### src/rtl/csr_regfile_pkg.sv
// Shared CSR addresses, field positions, reset constants and packing helpers
// for the machine-mode CSR register file.
package alioth_csr_pkg;

    localparam logic [11:0] CSR_MSTATUS   = 12'h300;
    localparam logic [11:0] CSR_MISA      = 12'h301;
    localparam logic [11:0] CSR_MIE       = 12'h304;
    localparam logic [11:0] CSR_MTVEC     = 12'h305;
    localparam logic [11:0] CSR_MSCRATCH  = 12'h340;
    localparam logic [11:0] CSR_MEPC      = 12'h341;
    localparam logic [11:0] CSR_MCAUSE    = 12'h342;
    localparam logic [11:0] CSR_MTVAL     = 12'h343;
    localparam logic [11:0] CSR_MIP       = 12'h344;
    localparam logic [11:0] CSR_MCYCLE    = 12'hB00;
    localparam logic [11:0] CSR_MINSTRET  = 12'hB02;
    localparam logic [11:0] CSR_MCYCLEH   = 12'hB80;
    localparam logic [11:0] CSR_MINSTRETH = 12'hB82;
    localparam logic [11:0] CSR_CYCLE     = 12'hC00;
    localparam logic [11:0] CSR_INSTRET   = 12'hC02;
    localparam logic [11:0] CSR_CYCLEH    = 12'hC80;
    localparam logic [11:0] CSR_INSTRETH  = 12'hC82;
    localparam logic [11:0] CSR_MHARTID   = 12'hF14;

    localparam int unsigned MSTATUS_MIE_BIT  = 3;
    localparam int unsigned MSTATUS_MPIE_BIT = 7;
    localparam int unsigned MSTATUS_MPP_LSB  = 11;

    localparam int unsigned IRQ_MSI_BIT = 3;
    localparam int unsigned IRQ_MTI_BIT = 7;
    localparam int unsigned IRQ_MEI_BIT = 11;

    typedef struct packed {
        logic mpie;
        logic mie;
    } mstatus_t;

    localparam mstatus_t    MSTATUS_RST = '0;
    localparam logic [63:0] CNT_RST     = '0;

    // MPP is hardwired to M-mode since only machine mode exists.
    function automatic logic [31:0] mstatus_to_csr(mstatus_t s);
        logic [31:0] r;
        r = '0;
        r[MSTATUS_MPP_LSB +: 2] = 2'b11;
        r[MSTATUS_MPIE_BIT]     = s.mpie;
        r[MSTATUS_MIE_BIT]      = s.mie;
        return r;
    endfunction

    function automatic logic [31:0] irq3_to_csr(logic [2:0] b);
        logic [31:0] r;
        r = '0;
        r[IRQ_MEI_BIT] = b[2];
        r[IRQ_MTI_BIT] = b[1];
        r[IRQ_MSI_BIT] = b[0];
        return r;
    endfunction

endpackage

### src/rtl/csr_regfile_if.sv
// CSR access channel between execute (master) and the CSR register file (slave).
interface csr_regfile_if #(
    parameter int unsigned DW = 32,
    parameter int unsigned AW = 32
);
    logic          csr_we_i;
    logic [AW-1:0] csr_waddr_i;
    logic [DW-1:0] csr_wdata_i;
    logic [AW-1:0] csr_raddr_i;
    logic [DW-1:0] csr_rdata_o;
    logic          csr_illegal_o;

    modport master (
        output csr_we_i, csr_waddr_i, csr_wdata_i, csr_raddr_i,
        input  csr_rdata_o, csr_illegal_o
    );

    modport slave (
        input  csr_we_i, csr_waddr_i, csr_wdata_i, csr_raddr_i,
        output csr_rdata_o, csr_illegal_o
    );
endinterface

### src/rtl/csr_regfile_counter64.sv
// 64-bit free-running counter with independently loadable 32-bit halves;
// a half-load takes the place of the increment in that cycle.
module csr_counter64
    import alioth_csr_pkg::*;
(
    input  logic        clk,
    input  logic        rst,
    input  logic        inc_i,
    input  logic        lo_we_i,
    input  logic        hi_we_i,
    input  logic [31:0] wdata_i,
    output logic [63:0] cnt_o
);

    always_ff @(posedge clk or posedge rst) begin
        if (rst) begin
            cnt_o <= CNT_RST;
        end else if (lo_we_i) begin
            cnt_o <= {cnt_o[63:32], wdata_i};
        end else if (hi_we_i) begin
            cnt_o <= {wdata_i, cnt_o[31:0]};
        end else if (inc_i) begin
            cnt_o <= cnt_o + 64'd1;
        end
    end

endmodule

### src/rtl/csr_regfile.sv
// Machine-mode CSR register file: zero-latency reads, one-cycle writes,
// trap/mret updates taking priority over execute-stage writes.
module csr_regfile
    import alioth_csr_pkg::*;
#(
    parameter int unsigned   DW        = 32,
    parameter int unsigned   AW        = 32,
    parameter logic [DW-1:0] MTVEC_RST = 32'h0000_0000,
    parameter int unsigned   HART_ID   = 0,
    parameter logic [DW-1:0] MISA_VAL  = 32'h4000_0100
) (
    input  logic          clk,
    input  logic          rst,
    csr_regfile_if.slave  csr,
    input  logic          inst_retire_i,
    input  logic [2:0]    irq_pending_i,
    input  logic          trap_i,
    input  logic [DW-1:0] trap_cause_i,
    input  logic [DW-1:0] trap_pc_i,
    input  logic [DW-1:0] trap_val_i,
    input  logic          mret_i,
    output logic [DW-1:0] mtvec_o,
    output logic [DW-1:0] mepc_o,
    output logic          mstatus_mie_o,
    output logic [2:0]    mie_o
);

    logic [11:0]   waddr;
    logic [11:0]   raddr;
    logic [DW-1:0] wdata;
    logic          unused_addr_hi;

    assign waddr          = csr.csr_waddr_i[11:0];
    assign raddr          = csr.csr_raddr_i[11:0];
    assign wdata          = csr.csr_wdata_i;
    assign unused_addr_hi = ^{csr.csr_waddr_i[AW-1:12], csr.csr_raddr_i[AW-1:12]};

    logic we_mstatus, we_mie, we_mtvec, we_mscratch, we_mepc, we_mcause, we_mtval;
    logic we_mcycle, we_mcycleh, we_minstret, we_minstreth;

    assign we_mstatus   = csr.csr_we_i && (waddr == CSR_MSTATUS);
    assign we_mie       = csr.csr_we_i && (waddr == CSR_MIE);
    assign we_mtvec     = csr.csr_we_i && (waddr == CSR_MTVEC);
    assign we_mscratch  = csr.csr_we_i && (waddr == CSR_MSCRATCH);
    assign we_mepc      = csr.csr_we_i && (waddr == CSR_MEPC);
    assign we_mcause    = csr.csr_we_i && (waddr == CSR_MCAUSE);
    assign we_mtval     = csr.csr_we_i && (waddr == CSR_MTVAL);
    assign we_mcycle    = csr.csr_we_i && (waddr == CSR_MCYCLE);
    assign we_mcycleh   = csr.csr_we_i && (waddr == CSR_MCYCLEH);
    assign we_minstret  = csr.csr_we_i && (waddr == CSR_MINSTRET);
    assign we_minstreth = csr.csr_we_i && (waddr == CSR_MINSTRETH);

    mstatus_t      mstatus_q;
    logic [2:0]    mie_q;
    logic [DW-1:0] mtvec_q, mscratch_q, mepc_q, mcause_q, mtval_q;
    logic [63:0]   mcycle_q, minstret_q;

    always_ff @(posedge clk or posedge rst) begin
        if (rst) begin
            mstatus_q <= MSTATUS_RST;
        end else if (trap_i) begin
            mstatus_q.mpie <= mstatus_q.mie;
            mstatus_q.mie  <= 1'b0;
        end else if (mret_i) begin
            mstatus_q.mie  <= mstatus_q.mpie;
            mstatus_q.mpie <= 1'b1;
        end else if (we_mstatus) begin
            mstatus_q.mie  <= wdata[MSTATUS_MIE_BIT];
            mstatus_q.mpie <= wdata[MSTATUS_MPIE_BIT];
        end
    end

    always_ff @(posedge clk or posedge rst) begin
        if (rst) begin
            mie_q      <= '0;
            mtvec_q    <= MTVEC_RST;
            mscratch_q <= '0;
        end else begin
            if (we_mie)      mie_q      <= {wdata[IRQ_MEI_BIT], wdata[IRQ_MTI_BIT], wdata[IRQ_MSI_BIT]};
            if (we_mtvec)    mtvec_q    <= {wdata[DW-1:2], 2'b00};
            if (we_mscratch) mscratch_q <= wdata;
        end
    end

    // Trap entry owns mepc/mcause/mtval for the cycle; execute writes to them are lost.
    always_ff @(posedge clk or posedge rst) begin
        if (rst) begin
            mepc_q   <= '0;
            mcause_q <= '0;
            mtval_q  <= '0;
        end else if (trap_i) begin
            mepc_q   <= {trap_pc_i[DW-1:2], 2'b00};
            mcause_q <= trap_cause_i;
            mtval_q  <= trap_val_i;
        end else begin
            if (we_mepc)   mepc_q   <= {wdata[DW-1:2], 2'b00};
            if (we_mcause) mcause_q <= wdata;
            if (we_mtval)  mtval_q  <= wdata;
        end
    end

    csr_counter64 u_mcycle (
        .clk     (clk),
        .rst     (rst),
        .inc_i   (1'b1),
        .lo_we_i (we_mcycle),
        .hi_we_i (we_mcycleh),
        .wdata_i (wdata),
        .cnt_o   (mcycle_q)
    );

    csr_counter64 u_minstret (
        .clk     (clk),
        .rst     (rst),
        .inc_i   (inst_retire_i),
        .lo_we_i (we_minstret),
        .hi_we_i (we_minstreth),
        .wdata_i (wdata),
        .cnt_o   (minstret_q)
    );

    logic [DW-1:0] rdata;
    logic          illegal;

    always_comb begin
        rdata   = '0;
        illegal = 1'b0;
        case (raddr)
            CSR_MSTATUS:                  rdata = mstatus_to_csr(mstatus_q);
            CSR_MISA:                     rdata = MISA_VAL;
            CSR_MIE:                      rdata = irq3_to_csr(mie_q);
            CSR_MTVEC:                    rdata = mtvec_q;
            CSR_MSCRATCH:                 rdata = mscratch_q;
            CSR_MEPC:                     rdata = mepc_q;
            CSR_MCAUSE:                   rdata = mcause_q;
            CSR_MTVAL:                    rdata = mtval_q;
            CSR_MIP:                      rdata = irq3_to_csr(irq_pending_i);
            CSR_MCYCLE, CSR_CYCLE:        rdata = mcycle_q[31:0];
            CSR_MCYCLEH, CSR_CYCLEH:      rdata = mcycle_q[63:32];
            CSR_MINSTRET, CSR_INSTRET:    rdata = minstret_q[31:0];
            CSR_MINSTRETH, CSR_INSTRETH:  rdata = minstret_q[63:32];
            CSR_MHARTID:                  rdata = DW'(HART_ID);
            default:                      illegal = 1'b1;
        endcase
    end

    assign csr.csr_rdata_o   = rdata;
    assign csr.csr_illegal_o = illegal;

    assign mtvec_o       = mtvec_q;
    assign mepc_o        = mepc_q;
    assign mstatus_mie_o = mstatus_q.mie;
    assign mie_o         = mie_q;

endmodule

### src/flat_wrapper.sv
// flat-port wrapper written by rule: the top's interface ports become plain ports
module csr_regfile_flat import alioth_csr_pkg::*;
#(
    parameter int unsigned   DW        = 32,
    parameter int unsigned   AW        = 32,
    parameter logic [DW-1:0] MTVEC_RST = 32'h0000_0000,
    parameter int unsigned   HART_ID   = 0,
    parameter logic [DW-1:0] MISA_VAL  = 32'h4000_0100
)
  (clk, rst, inst_retire_i, irq_pending_i, trap_i, trap_cause_i, trap_pc_i, trap_val_i, mret_i, mtvec_o, mepc_o, mstatus_mie_o, mie_o, csr_csr_we_i, csr_csr_waddr_i, csr_csr_wdata_i, csr_csr_raddr_i, csr_csr_rdata_o, csr_csr_illegal_o);
  csr_regfile_if #(.DW(DW), .AW(AW)) csr_i ();
  input  logic clk;
  input  logic rst;
  input  logic inst_retire_i;
  input  logic [2:0] irq_pending_i;
  input  logic trap_i;
  input  logic [DW-1:0] trap_cause_i;
  input  logic [DW-1:0] trap_pc_i;
  input  logic [DW-1:0] trap_val_i;
  input  logic mret_i;
  output logic [DW-1:0] mtvec_o;
  output logic [DW-1:0] mepc_o;
  output logic mstatus_mie_o;
  output logic [2:0] mie_o;
  input wire logic [$bits(csr_i.csr_we_i)-1:0] csr_csr_we_i;
  input wire logic [$bits(csr_i.csr_waddr_i)-1:0] csr_csr_waddr_i;
  input wire logic [$bits(csr_i.csr_wdata_i)-1:0] csr_csr_wdata_i;
  input wire logic [$bits(csr_i.csr_raddr_i)-1:0] csr_csr_raddr_i;
  output wire logic [$bits(csr_i.csr_rdata_o)-1:0] csr_csr_rdata_o;
  output wire logic [$bits(csr_i.csr_illegal_o)-1:0] csr_csr_illegal_o;
  assign csr_i.csr_we_i = csr_csr_we_i;
  assign csr_i.csr_waddr_i = csr_csr_waddr_i;
  assign csr_i.csr_wdata_i = csr_csr_wdata_i;
  assign csr_i.csr_raddr_i = csr_csr_raddr_i;
  assign csr_csr_rdata_o = csr_i.csr_rdata_o;
  assign csr_csr_illegal_o = csr_i.csr_illegal_o;
  csr_regfile #(.DW(DW), .AW(AW), .MTVEC_RST(MTVEC_RST), .HART_ID(HART_ID), .MISA_VAL(MISA_VAL)) u_core (.clk(clk), .rst(rst), .csr(csr_i), .inst_retire_i(inst_retire_i), .irq_pending_i(irq_pending_i), .trap_i(trap_i), .trap_cause_i(trap_cause_i), .trap_pc_i(trap_pc_i), .trap_val_i(trap_val_i), .mret_i(mret_i), .mtvec_o(mtvec_o), .mepc_o(mepc_o), .mstatus_mie_o(mstatus_mie_o), .mie_o(mie_o));
endmodule
### config.mk
export PLATFORM = sky130hd
export DESIGN_NAME = csr_regfile_flat
export DESIGN_NICKNAME = d
export VERILOG_FILES = /design/src/rtl/csr_regfile_pkg.sv /design/src/rtl/csr_regfile_if.sv /design/src/rtl/csr_regfile_counter64.sv /design/src/rtl/csr_regfile.sv /design/src/flat_wrapper.sv
export SDC_FILE = /design/constraint.sdc
export NUM_CORES = 1
export LEC_CHECK = 0
export BUFFER_PORTS_ARGS = -buffer_cell sky130_fd_sc_hd__clkbuf_2
export CORE_MARGIN = 10
export CORE_UTILIZATION = 58
export CTS_BUF_LIST = sky130_fd_sc_hd__clkbuf_8
export DETAILED_ROUTE_END_ITERATION = 10
export PLACE_DENSITY = 0.92
export SETUP_SLACK_MARGIN = 0.4
export SLEW_MARGIN = 20
export SYNTH_ARGS = -nofsm -noshare
export SYNTH_HDL_FRONTEND = slang
export SYNTH_SLANG_ARGS = --single-unit
### constraint.sdc
create_clock -name clk -period 10.6 [get_ports clk]
set_input_delay 0.53 -clock clk [delete_from_list [all_inputs] [get_ports clk]]
set_output_delay 0.53 -clock clk [all_outputs]
set_load 0.03 [all_outputs]
==> impl_results.md, run 1 <==
- Commonest cells after routing, fill and taps aside: 289 x dfrtp_1, 254 x clkbuf_2, 236 x nand2_1, 168 x o21ai_0, 112 x nor2_1
- Post-CTS Setup Repair Bufs: 0
- Sequential area share after synthesis: 0.4352
- Async SR Flop Fraction: 1.000
- Fin crit share: 0.3994
- NumNets Final: 2,204
- RSZ-0062 raised after global routing: no
- DRT iter0 DRCs: 2,724
- Critical Path Fanout Max: 19
- CP top delay family: simple AND/OR/NAND/NOR gates
- Core Box Area: 28,010 um^2
- Critical path, cell by cell: clkbuf_2 -> nor4b_1 -> buf_4 -> nand2_1 -> nor2_2 -> a221oi_1 -> nand2_1 -> a221o_1 -> clkbuf_2
- Fin crit period: 4.233 ns
- Post_cts resized: 0
- Placed cell areas: 18,020 um^2
- GRT Resource Usage Total: 0.3577
- H-tree depth: 2
- Antenna-violating nets left: 0
- Post-synth EDFFs: 0
- Hold Crit Class: in2async
- Synth Flop Type: dfrtp_1
- Drt pass-1 iters: 9
- Max Fclk: 236.2 MHz
- Vias in the first global route: 16,970
- Yosys cell types: 72
- Gpl congestion: 1.046
- Cell Count, Final, Fillers Out: 2,410
- Cells after DPL: 2,328
- Total grt overflow: 0
- Drt total wl: 66,180 um
- Fin. max-slew vios: 0
- First-pass GRT wire length: 100,700 um
- Final Hold Viols: 0
- Crit end category: output pin
- Max Root-Sink Buffers: 3
- Crit path largest cell delay: 1.13 ns
- Post-synthesis instance total: 1,818
- Critical Path Slowest Stage Cell: nor2_2
- Sink Count: 289
- Area grow syn2layout: 14.08%
- Yosys reg bits: 289
- Clock Latency Late Sink: 0.62 ns
- Netlist Area Pre-Place: 16,620 um^2
- Vias/cell: 7.137
- Yosys warns: 0
- P per Cell Area: 131.1 nW/um^2
- Commonest non-fill, non-tap cell in the layout: dfrtp_1
- # DRC: 0
- Hold buffer count at CTS: 0
- Crit path launch type: primary input
- Clk_skew: 0.02921 ns
- Syn_area_per_cell: 9.140 um^2
- Io pins: 302
- Share of cells above drive strength 1: 0.2202
- Required time of the critical path: 10.07 ns
- Total number of vias: 17,200
- WS Path Type: in2out
- Worst slew pin tran: 1.185 ns
- Initial antenna violation count: 3
- Worst reg2reg setup slack: 7.22 ns
- Port Buffer Count: 255
- CTS tree: done
- Total CTS buffers: 48
- Root Buffer: clkbuf_8
- Slew headroom: 0.2073
- Bufs and invs on worst path: 3
- Finished Cell Area: 18,960 um^2
- Die ar.: 35,820 um^2
- Pwr Total: 2.484 mW
- Leak: 8.371 nW
- Die Ht: 189.3 um
- Setup Total Neg Slack: 0 ns
- Largest net degree at the start of global routing: 129
- Run status: finished clean
- HPWL Detailed: 45,610 um
- Max cap viols: 0
- Clock Pin Slew Worst Setup and Hold Paths: 0.06 ns
- DIE WIDTH: 189.3 um
- Endpoints failing setup: 0
- Worst VDD drop: 129.6 uV
- Worst EP arrival: 3.70 ns
- WL/cell: 27.46 um
- Row cnt: 61
- Initial Utilization: 0.5932
[cells by family (layout without fill, tap and decap cells)]
group	after synthesis	in the layout	share of synthesized area
simple gates	660	660	0.2000
compound gates	462	462	0.1822
flops	289	289	0.4352
buf+inv	176	385	0.04360
mux	163	163	0.1030
xor+xnor	65	65	0.03426
fa+ha+maj	2	2	0.001506
other cells	1	6	0.0002257
[final timing paths]
check	start	to	depth (start not counted)
max	csr_csr_raddr_i[7]	csr_csr_rdata_o[12]	9
min	rst	u_core.u_mcycle.cnt_o[2]	2
max reg2reg	u_core.u_mcycle.cnt_o[0]	u_core.u_mcycle.cnt_o[48]	7
min reg2reg	u_core.mscratch_q[6]	u_core.mscratch_q[6]	1
max in group asynchronous	rst	u_core.mscratch_q[19]	4
min in group clk	trap_val_i[23]	u_core.mtval_q[23]	3
[layer usage]
layer  vias to the layer above  wire, um  global-route usage
li1                       7079         -                   -
met1                      8140     22570              0.4275
met2                      1615     28980              0.5409
met3                       364     10460              0.1400
met4                         2      4163              0.2048
met5                         -        11                   0
[cell usage after synthesis (5+ instances only)]
cell,count,area share
o32ai_1,14,0.0074
buf_4,7,0.0032
nor4_2,5,0.0038
and4_1,16,0.0084
nand2_1,238,0.054
a22oi_1,72,0.033
a211oi_1,18,0.0081
nor4b_1,6,0.0032
nor2_1,115,0.026
mux2_2,64,0.043
a22o_1,6,0.0032
nor3b_1,7,0.0032
nor4_1,20,0.0075
nand4_1,48,0.018
mux2i_1,99,0.060
and3_1,26,0.0098
o22ai_1,14,0.0053
and2_1,8,0.0030
nand3_1,82,0.025
buf_2,30,0.0090
o211ai_1,6,0.0027
a222oi_1,29,0.017
inv_1,24,0.0054
nor3_1,49,0.015
xnor2_1,33,0.017
a21oi_1,63,0.019
clkbuf_1,112,0.025
dfrtp_1,289,0.44
xor2_1,32,0.017
o21ai_0,168,0.051
o31ai_1,5,0.0023
o21a_1,16,0.0072
a221oi_1,17,0.0090
o21ai_1,7,0.0021
[registers in the layout (all words and copies together) (netlist names)]
signal / flops
u_core.mtvec_o: 30
u_core.u_minstret.cnt_o: 64
u_core.u_mcycle.cnt_o: 64
u_core.mstatus_mie_o: 1
u_core.mepc_o: 30
u_core.mtval_q: 32
u_core.mie_o: 3
u_core.mcause_q: 32
u_core.mscratch_q: 32
u_core.mstatus_q: 1
[report_power, final]
group	switching (mW)	total (mW)	internal, mW
Clock	0.474	0.967	0.493
Sequential	0.0793	1.25	1.17
Combinational	0.183	0.272	0.0887
[through the flow]
stage	setup slack, ns	util	hold slack, ns
5_1_grt	6.275	0.6768	0.1475
6_report	6.367	0.6768	0.09944
3_5_place_dp	6.628	0.6434	0.4866
4_1_cts	6.614	0.6757	0.1312
3_3_place_gp	6.634	0.6434	0.4622
2_1_floorplan	2.093	-	0.4488
[cell type report]
| class | count | area (um^2) |
|---|---|---|
| Timing Repair Buffer | 282 | 1498 |
| Fill cell | 2047 | 9054 |
| Sequential cell | 289 | 7232 |
| Antenna cell | 2 | 5.005 |
| Clock buffer | 58 | 798.3 |
| Multi-Input combinational cell | 1356 | 8746 |
| Tap cell | 378 | 473.0 |
| Inverter | 24 | 97.59 |
| Clock inverter | 21 | 107.6 |
Power figures use the tool's default switching activity.
==> run 2: changes to the inputs <==
- CORE_UTILIZATION: 58 -> 53
- PLACE_DENSITY: 0.92 -> 0.88
- clock period: 10.6 -> 3.8 ns (I/O delays scaled with it)
==> run 2 against run 1 <==
The run now ends with design-rule violations left; clock power increased to 3.1 times the previous value; global-route usage increased by 1.6 points; clock-buffer cell count increased by 5; sequential power increased to 2.8 times the previous value; total power increased to 3.0 times the previous value; wire length increased by 14%; non-clock buffer count increased by 111; cell count increased by 5.8%; largest power group unchanged.
==> impl_results.md, run 2 (same netlist as run 1, synthesis figures left out) <==
- Run status: finished, violations left (was finished clean)
- Violated checks: design-rule violations
- Fin crit share: 0.8337
- Psw: 2.222 mW (was 0.7360 mW)
- GRT Resource Usage Total: 0.3737 (was 0.3577)
- Final Hold Viols: 0 (unchanged)
- H-tree depth: 2 (unchanged)
- Cell internal pwr: 5.127 mW (was 1.748 mW)
- Gpl congestion: 1.042 (was 1.046)
- Die Ht: 197.1 um (was 189.3 um)
- Cell Count, Final, Fillers Out: 2,549 (was 2,410)
- Fillers: 2,225 (was 2,047)
- CP startpoint: csr_csr_raddr_i[6] (was csr_csr_raddr_i[7])
- HPWL Detailed: 47,170 um (was 45,610 um)
- Clock Pin Slew Worst Setup and Hold Paths: 0.07 ns (was 0.06 ns)
- R2R depth: 7 (unchanged)
- Total grt overflow: 0 (unchanged)
- Crit path top cell by count: buf_4
- Sink Count: 289 (unchanged)
- Leak: 8.881 nW (was 8.371 nW)
- Critical Path Slowest Stage Cell: a222oi_1 (was nor2_2)
- P per Cell Area: 364.1 nW/um^2 (was 131.1 nW/um^2)
- Commonest cells after routing, fill and taps aside: 289 x dfrtp_1, 254 x clkbuf_2, 237 x nand2_1, 168 x o21ai_0, 113 x nor2_1 (was 289 x dfrtp_1, 254 x clkbuf_2, 236 x nand2_1, 168 x o21ai_0, 112 x nor2_1)
- Crit path largest cell delay: 0.83 ns (was 1.13 ns)
- Port Buffer Count: 255 (unchanged)
- Die ar.: 38,840 um^2 (was 35,820 um^2)
- Bufs and invs on worst path: 5 (was 3)
- RSZ-0062 raised after global routing: no (unchanged)
- Worst setup path end: csr_csr_rdata_o[15] (was csr_csr_rdata_o[12])
- Row cnt: 64 (was 61)
- DIE WIDTH: 197.1 um (was 189.3 um)
- DRT iter0 DRCs: 3,643 (was 2,724)
- Io pins: 302 (unchanged)
- Max cap viols: 0 (unchanged)
- Worst EP arrival: 2.98 ns (was 3.70 ns)
- NumNets Final: 2,316 (was 2,204)
- Comb power frac: 0.121 (was 0.109)
- Flop pwr share: 0.474 (was 0.502)
- Vias in the first global route: 18,000 (was 16,970)
- Worst VDD drop: 354.5 uV (was 129.6 uV)
- Worst r2r dst: u_core.u_mcycle.cnt_o[42] (was u_core.u_mcycle.cnt_o[48])
- Critical Path Fanout Max: 27 (was 19)
- Share of cells above drive strength 1: 0.2211 (was 0.2202)
- Fin util: 0.6564 (was 0.6768)
- Root Buffer: clkbuf_8 (unchanged)
- Max Fclk: 315.6 MHz
- Vias/cell: 7.252 (was 7.137)
- Max Root-Sink Buffers: 3 (unchanged)
- Fin crit period: 3.168 ns
- WL/cell: 29.60 um (was 27.46 um)
- Initial Utilization: 0.5404 (was 0.5932)
- Required time of the critical path: 3.61 ns (was 10.07 ns)
- Worst reg2reg setup slack: 0.70 ns (was 7.22 ns)
- Top Registers: u_core.u_mcycle.cnt_o: 64 flops, u_core.u_minstret.cnt_o: 64 flops (unchanged)
- Initial antenna violation count: 9 (was 3)
- Clk_skew: 0.05167 ns (was 0.02921 ns)
- Worst slew pin tran: 1.117 ns (was 1.185 ns)
- Slew headroom: 0.2521 (was 0.2073)
- R2r startpoint: u_core.u_mcycle.cnt_o[0] (unchanged)
- Crit path launch type: primary input (unchanged)
- Clk pwr share: 0.405 (was 0.389)
- Clock Latency Late Sink: 0.62 ns (about the same)
- Antenna-violating nets left: 0 (unchanged)
- Core Box Area: 30,750 um^2 (was 28,010 um^2)
- Post_cts resized: 0 (unchanged)
- Largest net degree at the start of global routing: 163 (was 129)
- WS Path Type: in2out (unchanged)
- Drt pass-1 iters: 11 (was 9)
- Crit end category: output pin (unchanged)
- Drt total wl: 75,450 um (was 66,180 um)
- Commonest non-fill, non-tap cell in the layout: dfrtp_1 (unchanged)
- Fin. max-slew vios: 0 (unchanged)
- Total number of vias: 18,490 (was 17,200)
- # DRC: 8 (was 0)
- Switching power share of the total: 0.3024 (was 0.2963)
- Hold path startpoint: mret_i
- Cells after DPL: 2,362 (was 2,328)
- Critical path, cell by cell: clkbuf_2 -> nor4b_1 -> buf_4 -> nand2_1 -> buf_4 -> nor2_2 -> buf_4 -> a222oi_1 -> o21a_1 -> nand3_1 -> clkbuf_2 (was clkbuf_2 -> nor4b_1 -> buf_4 -> nand2_1 -> nor2_2 -> a221oi_1 -> nand2_1 -> a221o_1 -> clkbuf_2)
- Area grow syn2layout: 21.46% (was 14.08%)
- Endpoints failing setup: 0 (unchanged)
- CP top delay family: compound AO/OA/AOI/OAI gates (was simple AND/OR/NAND/NOR gates)
- Number of stages on the worst setup path: 11 (was 9)
- Total CTS buffers: 49 (was 48)
- Hold Crit Class: in2reg (was in2async)
- First-pass GRT wire length: 111,500 um (was 100,700 um)
- CTS tree: done (unchanged)
[run 2: worst min-delay path, cell delays in order]
cell and delay (ns):
clkbuf_2 0.12, a211o_1 0.14, mux2_2 0.15
[run 2: layer usage]
layer / wire length (um) / vias to the layer above / GRT usage / part of all wire
met5: 13 / - / 0 / 0.00017
met4: 7034 / 2 / 0.2808 / 0.093
met3: 11860 / 589 / 0.1240 / 0.16
met2: 32250 / 2076 / 0.5603 / 0.43
met1: 24300 / 8490 / 0.4401 / 0.32
li1: - / 7328 / - / -
[run 2: what timing repair did]
item                                   4_1_cts  5_1_grt
hold buffers                                96        0
endpoints found under the hold margin      110        0
buffers inserted                             0        0
[run 2: layout make-up]
cell class	instances	area (um^2)	share of cell area
Antenna cell	9	22.52	0.001116
Inverter	24	93.84	0.004649
Sequential cell	289	7232	0.3583
Timing Repair Buffer	393	2592	0.1284
Tap cell	396	495.5	0.02455
Clock buffer	63	867.1	0.04296
Clock inverter	19	133.9	0.006633
Multi-Input combinational cell	1356	8746	0.4333
[run 2: worst min path at each step]
stage	endpoint	depth (start not counted)
after global routing	u_core.mstatus_mie_o	3
after global placement	u_core.mie_o[0]	2
final	u_core.mstatus_mie_o	3
after detailed placement	u_core.mie_o[1]	2
after CTS	u_core.u_minstret.cnt_o[18]	3
after floorplan	u_core.u_minstret.cnt_o[10]	2
[run 2: through the flow]
step                setup TNS [ns]  setup WS, ns  power, mW  hold slack [ns]  cell area (um^2)
detailed placement               0        0.9240      4.237           0.2394             18190
floorplan                   -64.50       -0.2232      3.893           0.3068             16630
global route                     0        0.6071      7.479          0.03601             20170
global placement                 0        0.9572      4.197           0.2347             18190
CTS                              0        0.8760      7.162         0.003787             20150
finish                           0        0.6319      7.349          0.02800             20180
[run 2: power groups by stage]
stage                     Combinational, mW  Clock, mW  Sequential [mW]
after detailed placement              0.736          0             3.50
final                                 0.889       2.97             3.49
after floorplan                       0.398          0             3.50
after global placement                0.709          0             3.49
after CTS                             0.824       2.89             3.45
after global routing                  0.931       3.06             3.49
